===== config.mk =====
export PLATFORM = sky130hd
export DESIGN_NAME = mp_addsub_seq_flat
export DESIGN_NICKNAME = d
export VERILOG_FILES = /design/src/rtl/mp_addsub_seq_pkg.sv /design/src/rtl/mp_addsub_seq_if.sv /design/src/rtl/add16_slice.sv /design/src/rtl/mp_addsub_seq.sv /design/src/flat_wrapper.sv
export SDC_FILE = /design/constraint.sdc
export NUM_CORES = 1
export LEC_CHECK = 0
export CORE_UTILIZATION = 48
export DETAILED_ROUTE_END_ITERATION = 12
export GPL_TIMING_DRIVEN = 0
export PLACE_DENSITY = 0.76
export SLEW_MARGIN = 30
export SYNTH_ARGS = -nofsm -noshare
export SYNTH_HDL_FRONTEND = slang
export SYNTH_HIERARCHICAL = 1
export SYNTH_SLANG_ARGS = --single-unit

===== constraint.sdc =====
create_clock -name clk -period 8.4 [get_ports clk]
set_input_delay 0.84 -clock clk [delete_from_list [all_inputs] [get_ports clk]]
set_output_delay 0.84 -clock clk [all_outputs]
set_load 0.005 [all_outputs]

===== src/rtl/mp_addsub_seq_pkg.sv =====
// Shared types and constants for the multi-word add/subtract sequencer.
package mp_addsub_seq_pkg;

    // Width of one adder slice; the slice is hard-wired to this width.
    localparam int unsigned W = 16;

    typedef enum logic [1:0] {
        StIdle,
        StRun,
        StDone
    } state_e;

    // Width of the word index for a given number of words (at least one bit).
    function automatic int unsigned idx_width(input int unsigned words);
        return (words > 1) ? $clog2(words) : 1;
    endfunction

endpackage


===== src/rtl/mp_addsub_seq_if.sv =====
// Request/result handshake bundle between requester and the add/sub sequencer.
interface mp_addsub_seq_if
    import mp_addsub_seq_pkg::*;
#(
    parameter int unsigned WORDS = 4
);
    localparam int unsigned N = W * WORDS;

    logic         in_valid;
    logic         in_ready;
    logic         op_sub;
    logic [N-1:0] a;
    logic [N-1:0] b;
    logic         out_valid;
    logic         out_ready;
    logic [N-1:0] result;
    logic         cout;
    logic         ovf;
    logic         zero;
    logic         busy;

    modport slave (
        input  in_valid, op_sub, a, b, out_ready,
        output in_ready, out_valid, result, cout, ovf, zero, busy
    );

    modport master (
        output in_valid, op_sub, a, b, out_ready,
        input  in_ready, out_valid, result, cout, ovf, zero, busy
    );

endinterface


===== src/rtl/add16_slice.sv =====
// One W-bit carry-lookahead adder slice: 4-bit groups with group-level lookahead.
module add16_slice
    import mp_addsub_seq_pkg::*;
(
    input  logic [W-1:0] a,
    input  logic [W-1:0] b,
    input  logic         cin,
    output logic [W-1:0] sum,
    output logic         cout,
    output logic         msb_cin
);
    localparam int unsigned G  = 4;
    localparam int unsigned NG = W / G;

    logic [W-1:0]  g;
    logic [W-1:0]  p;
    logic [W-1:0]  c;
    logic [NG-1:0] gg;
    logic [NG-1:0] pg;
    logic [NG:0]   cg;
    logic          carry;

    // Bit and group generate/propagate, group carries, then carries inside each group.
    always_comb begin
        g     = a & b;
        p     = a ^ b;
        gg    = '0;
        pg    = '0;
        cg    = '0;
        c     = '0;
        carry = 1'b0;
        for (int j = 0; j < int'(NG); j++) begin
            gg[j] = g[j*G+3]
                  | (p[j*G+3] & g[j*G+2])
                  | (p[j*G+3] & p[j*G+2] & g[j*G+1])
                  | (p[j*G+3] & p[j*G+2] & p[j*G+1] & g[j*G]);
            pg[j] = &p[j*G +: G];
        end
        cg[0] = cin;
        for (int j = 0; j < int'(NG); j++) begin
            cg[j+1] = gg[j] | (pg[j] & cg[j]);
        end
        for (int j = 0; j < int'(NG); j++) begin
            carry = cg[j];
            for (int k = 0; k < int'(G); k++) begin
                c[j*G+k] = carry;
                carry    = g[j*G+k] | (p[j*G+k] & carry);
            end
        end
        sum     = p ^ c;
        cout    = cg[NG];
        msb_cin = c[W-1];
    end

endmodule


===== src/rtl/mp_addsub_seq.sv =====
// Sequencer running a WORDS*W-bit add/subtract through one W-bit slice, LSW first.
module mp_addsub_seq
    import mp_addsub_seq_pkg::*;
#(
    parameter int unsigned WORDS = 4
) (
    input  logic            clk,
    input  logic            rst_n,
    mp_addsub_seq_if.slave  bus
);
    localparam int unsigned   N       = W * WORDS;
    localparam int unsigned   IW      = idx_width(WORDS);
    localparam logic [IW-1:0] LastIdx = IW'(WORDS - 1);

    state_e        state_q, state_d;
    logic [IW-1:0] idx_q, idx_d;
    logic          carry_q, carry_d;
    logic [N-1:0]  a_q, a_d;
    logic [N-1:0]  b_q, b_d;
    logic [N-1:0]  result_q, result_d;
    logic          cout_q, cout_d;
    logic          ovf_q, ovf_d;
    logic          zero_q, zero_d;

    logic          in_ready;
    logic          accept;
    logic [W-1:0]  slice_a;
    logic [W-1:0]  slice_b;
    logic [W-1:0]  slice_sum;
    logic          slice_cout;
    logic          slice_msb_cin;
    logic [N-1:0]  result_upd;

    assign in_ready = (state_q == StIdle) | ((state_q == StDone) & bus.out_ready);
    assign accept   = bus.in_valid & in_ready;
    assign slice_a  = a_q[idx_q*W +: W];
    assign slice_b  = b_q[idx_q*W +: W];

    add16_slice u_slice (
        .a       (slice_a),
        .b       (slice_b),
        .cin     (carry_q),
        .sum     (slice_sum),
        .cout    (slice_cout),
        .msb_cin (slice_msb_cin)
    );

    // Next-state: word stepping in RUN, completion flags at the last word, accept loads.
    always_comb begin
        state_d    = state_q;
        idx_d      = idx_q;
        carry_d    = carry_q;
        a_d        = a_q;
        b_d        = b_q;
        result_d   = result_q;
        cout_d     = cout_q;
        ovf_d      = ovf_q;
        zero_d     = zero_q;
        result_upd = result_q;
        result_upd[idx_q*W +: W] = slice_sum;

        unique case (state_q)
            StIdle: ;
            StRun: begin
                result_d = result_upd;
                carry_d  = slice_cout;
                if (idx_q == LastIdx) begin
                    state_d = StDone;
                    idx_d   = '0;
                    cout_d  = slice_cout;
                    ovf_d   = slice_msb_cin ^ slice_cout;
                    zero_d  = (result_upd == '0);
                end else begin
                    idx_d = idx_q + 1'b1;
                end
            end
            StDone: begin
                if (bus.out_ready) begin
                    state_d = StIdle;
                end
            end
            default: state_d = StIdle;
        endcase

        // Accept only happens in IDLE or in DONE while the result is taken.
        if (accept) begin
            state_d = StRun;
            idx_d   = '0;
            a_d     = bus.a;
            b_d     = bus.op_sub ? ~bus.b : bus.b;
            carry_d = bus.op_sub;
        end
    end

    // State and datapath registers.
    always_ff @(posedge clk or negedge rst_n) begin
        if (!rst_n) begin
            state_q  <= StIdle;
            idx_q    <= '0;
            carry_q  <= 1'b0;
            a_q      <= '0;
            b_q      <= '0;
            result_q <= '0;
            cout_q   <= 1'b0;
            ovf_q    <= 1'b0;
            zero_q   <= 1'b0;
        end else begin
            state_q  <= state_d;
            idx_q    <= idx_d;
            carry_q  <= carry_d;
            a_q      <= a_d;
            b_q      <= b_d;
            result_q <= result_d;
            cout_q   <= cout_d;
            ovf_q    <= ovf_d;
            zero_q   <= zero_d;
        end
    end

    assign bus.in_ready  = in_ready;
    assign bus.out_valid = (state_q == StDone);
    assign bus.busy      = (state_q == StRun);
    assign bus.result    = result_q;
    assign bus.cout      = cout_q;
    assign bus.ovf       = ovf_q;
    assign bus.zero      = zero_q;

endmodule


===== src/flat_wrapper.sv =====
// flat-port wrapper written by rule: the top's interface ports become plain ports
module mp_addsub_seq_flat import mp_addsub_seq_pkg::*;
#(
    parameter int unsigned WORDS = 4
)
  (clk, rst_n, bus_in_valid, bus_op_sub, bus_a, bus_b, bus_out_ready, bus_in_ready, bus_out_valid, bus_result, bus_cout, bus_ovf, bus_zero, bus_busy);
  mp_addsub_seq_if #(.WORDS(WORDS)) bus_i ();
  input  logic clk;
  input  logic rst_n;
  input wire logic [$bits(bus_i.in_valid)-1:0] bus_in_valid;
  input wire logic [$bits(bus_i.op_sub)-1:0] bus_op_sub;
  input wire logic [$bits(bus_i.a)-1:0] bus_a;
  input wire logic [$bits(bus_i.b)-1:0] bus_b;
  input wire logic [$bits(bus_i.out_ready)-1:0] bus_out_ready;
  output wire logic [$bits(bus_i.in_ready)-1:0] bus_in_ready;
  output wire logic [$bits(bus_i.out_valid)-1:0] bus_out_valid;
  output wire logic [$bits(bus_i.result)-1:0] bus_result;
  output wire logic [$bits(bus_i.cout)-1:0] bus_cout;
  output wire logic [$bits(bus_i.ovf)-1:0] bus_ovf;
  output wire logic [$bits(bus_i.zero)-1:0] bus_zero;
  output wire logic [$bits(bus_i.busy)-1:0] bus_busy;
  assign bus_i.in_valid = bus_in_valid;
  assign bus_i.op_sub = bus_op_sub;
  assign bus_i.a = bus_a;
  assign bus_i.b = bus_b;
  assign bus_i.out_ready = bus_out_ready;
  assign bus_in_ready = bus_i.in_ready;
  assign bus_out_valid = bus_i.out_valid;
  assign bus_result = bus_i.result;
  assign bus_cout = bus_i.cout;
  assign bus_ovf = bus_i.ovf;
  assign bus_zero = bus_i.zero;
  assign bus_busy = bus_i.busy;
  mp_addsub_seq #(.WORDS(WORDS)) u_core (.clk(clk), .rst_n(rst_n), .bus(bus_i));
endmodule

==> results_dict.tcl <==
set metrics [dict create \
    status "finished clean" \
    overflow 0 \
    cp-end-kind "register" \
    slew_violations 0 \
    arrival_ns 6.07 \
    syn_area_um2 9710 \
    ioPinCount 203 \
    fin_skew_ns 0.00835 \
    drive_above_1_share 0.181 \
    cts_setup_buffers 0 \
    antenna_found_initial 0 \
    cts_made_buffers 17 \
    sw_frac_of_total 0.452 \
    period_needed_ns 5.70 \
    hold_buffers 0 \
    syn-num-nets 938 \
    crit_type "register to register" \
    wl_per_cell_um 20.6 \
    pwr-share-comb 0.592 \
    port-buffer-count 201 \
    seq_power_share 0.278 \
    drt_iter0_markers 516 \
    setup_viol_count_final 0 \
    fin_nets 1160 \
    die_w_um 144 \
    leakage_nw 5.26 \
    placed_cells 1239 \
    dp_slack_ns 2.81 \
    grt_usage 0.269 \
    crit_fanout 10 \
    synth_ff_type "dfrtp_1" \
    ys_warn_count 6 \
    maxCapViolCount 0 \
    start_kind "register" \
    via_count 7179 \
    post_cts_resized 0 \
    clkTransAtPathRegs_ns 0.07 \
    die_y_um 144 \
    synth_seq_cells 200 \
    syn_inst 771 \
    core_um2 19700 \
    grt_pass1_wl_um 40900 \
    worstMarginPinSlew_ns 1.00 \
    cts_tree "built" \
    via_per_inst 5.65 \
    clkLatencyLatePin_ns 0.44 \
    cts_num_sinks 200 \
    synth_seq_area_share 0.515 \
    irDropWorstVdd_mv 0.412 \
    p_clk_frac 0.130 \
    drt-total-wl_um 26100 \
    avgSynthCellArea_um2 12.6 \
    area_growth_pct 30.7 \
    start_util 0.494 \
    gp_congestion 0.864 \
    root_buffer "clkbuf_16" \
    area.sequential_um2 5000 \
    fin_hold_ws_ns 0.313 \
    synth_edf_count 0 \
    fillers 1549 \
    ys_types 54 \
    setup_slack_ns 2.70 \
    switchingPower_mw 2.79 \
    ant_nets 0 \
    worst_ep_required_time_ns 8.77 \
    final.setup.tns_ns 0 \
    clockBufferDepth 2 \
    drtPass1Iterations 5 \
    die-area_um2 20800 \
    total_power_mw 6.17 \
    timing.slew.headroom 0.328 \
    powerDensity_nw_per_um2 486 \
    worstHoldPathType "primary input to async pin" \
    multi_input_area_um2 4400 \
    final_cells 1271 \
    fmax_mhz 176 \
    diodes 0 \
    fp-row-count 51 \
    htree_levels 4 \
    p_int_mw 3.38 \
    drc 0 \
    grt_start_max_net_pins 84 \
    synthArstFlopShare 1.00 \
    hpwlAfterDp_um 19400 \
    hold_viol 0 \
    min_period_over_period 0.678 \
    rsz0062_at_grt "false" \
    grt_pass1_vias 7260 \
]
[power groups by stage]
stage                     Combinational [mW]  Clock, mW  Sequential [mW]
after floorplan                         2.17          0             1.64
after global placement                  3.49          0             1.71
after detailed placement                3.59          0             1.72
after CTS                               3.60      0.812             1.71
after global routing                    3.90      0.851             1.77
final                                   3.65      0.802             1.71
[synthesized netlist by cell type, types with 3 or more instances]
cell	number	share of area
ha_1	22	0.028
nor2_2	3	0.0019
mux4_2	32	0.074
fa_1	12	0.025
a22o_2	4	0.0041
buf_1	6	0.0023
buf_4	4	0.0031
nor4_1	11	0.0071
xnor2_1	68	0.061
nand2_1	15	0.0058
a31oi_1	4	0.0026
buf_2	27	0.014
dfrtp_1	200	0.52
a22o_1	59	0.053
o21ai_0	3	0.0015
mux2_2	65	0.075
a21oi_1	74	0.038
nor2b_1	5	0.0032
inv_1	21	0.0081
clkbuf_1	10	0.0039
or4_1	6	0.0046
nor3_1	7	0.0036
nor2_1	74	0.029
[layer usage]
layer,part of all wire,track usage,up-vias
met3,0.061,0.0421,48
met5,0,0,-
met4,0.021,0.0864,0
li1,-,-,3222
met1,0.43,0.369,3595
met2,0.48,0.440,314
[flip-flops by register name, indices dropped and copies added, names as in the netlist]
name	flops
u_core/bus.result	64
u_core/carry_q	1
u_core/idx_q	2
u_core/state_q	2
u_core/b_q	64
u_core/bus.zero	1
u_core/bus.ovf	1
u_core/bus.cout	1
u_core/a_q	64
[layout by cell type, fill, tap and decap left out, types with 3 or more instances in the layout]
master,n
clkdlybuf4s50_1,200
dfrtp_1,200
nor2_1,74
a21oi_1,74
xnor2_1,68
mux2_2,65
a22o_1,59
mux4_2,32
buf_2,27
ha_1,22
inv_1,21
clkbuf_16,17
nand2_1,15
fa_1,12
clkbuf_1,11
nor4_1,11
nor3_1,7
buf_1,6
or4_1,6
nor2b_1,5
inv_6,4
buf_4,4
a22o_2,4
a31oi_1,4
nor2_2,3
o21ai_0,3
[area by class of cell]
type                       instances  area share
multi-input combinational        502       0.346
sequential                       200       0.394
clock inverter                    13      0.0108
timing repair buffer             203       0.163
buffer                            47      0.0177
tap                              265      0.0261
inverter                          22     0.00651
clock buffer                      19      0.0349
[worst max-delay path: stages, from the launching register on]
cell and delay, ns:
dfrtp_1 0.39, clkbuf_1 0.42, clkbuf_1 0.67, mux4_2 0.45, ha_1 0.33, a21oi_1 0.16, nor2b_1 0.09, nor3_1 0.21
inv_1 0.09, fa_1 0.39, fa_1 0.37, inv_1 0.07, fa_1 0.17, xnor2_1 0.29, or4_1 0.64, nor2_1 0.12
a21oi_1 0.07, nor3_1 0.43, a32o_2 0.25
[path summary, 6_finish.rpt]
check | cells after the start | end | start | slack, ns
min in group clk | 1 | u_core/a_q[43]$_DFFE_PN0P_ | u_core/a_q[43]$_DFFE_PN0P_ | 0.50
hold / removal | 1 | u_core/a_q[10]$_DFFE_PN0P_ | rst_n | 0.31
max in group asynchronous | 2 | u_core/b_q[55]$_DFFE_PN0P_ | rst_n | 7.34
setup reg to reg | 18 | u_core/bus.zero$_DFFE_PN0P_ | u_core/idx_q[1]$_DFFE_PN0P_ | 2.70
hold reg to reg | 1 | u_core/a_q[43]$_DFFE_PN0P_ | u_core/a_q[43]$_DFFE_PN0P_ | 0.50
setup / recovery | 18 | u_core/bus.zero$_DFFE_PN0P_ | u_core/idx_q[1]$_DFFE_PN0P_ | 2.70
[through the flow]
step                 util  area, um^2
floorplan               -        9710
global placement    0.613       12100
detailed placement  0.616       12100
CTS                 0.646       12700
global route        0.646       12700
finish              0.646       12700
[kinds of logic after synthesis]
logic type / after synthesis / share of synthesized area
adders and majority gates: 34 / 0.0531
and+or+nand+nor: 141 / 0.0737
xor gates and xnor gates: 69 / 0.0622
muxes: 98 / 0.151
buffers and inverters: 69 / 0.0317
DFF: 200 / 0.515
AOI/OAI and AO/OA: 160 / 0.113
(Power assumes the default switching activity.)
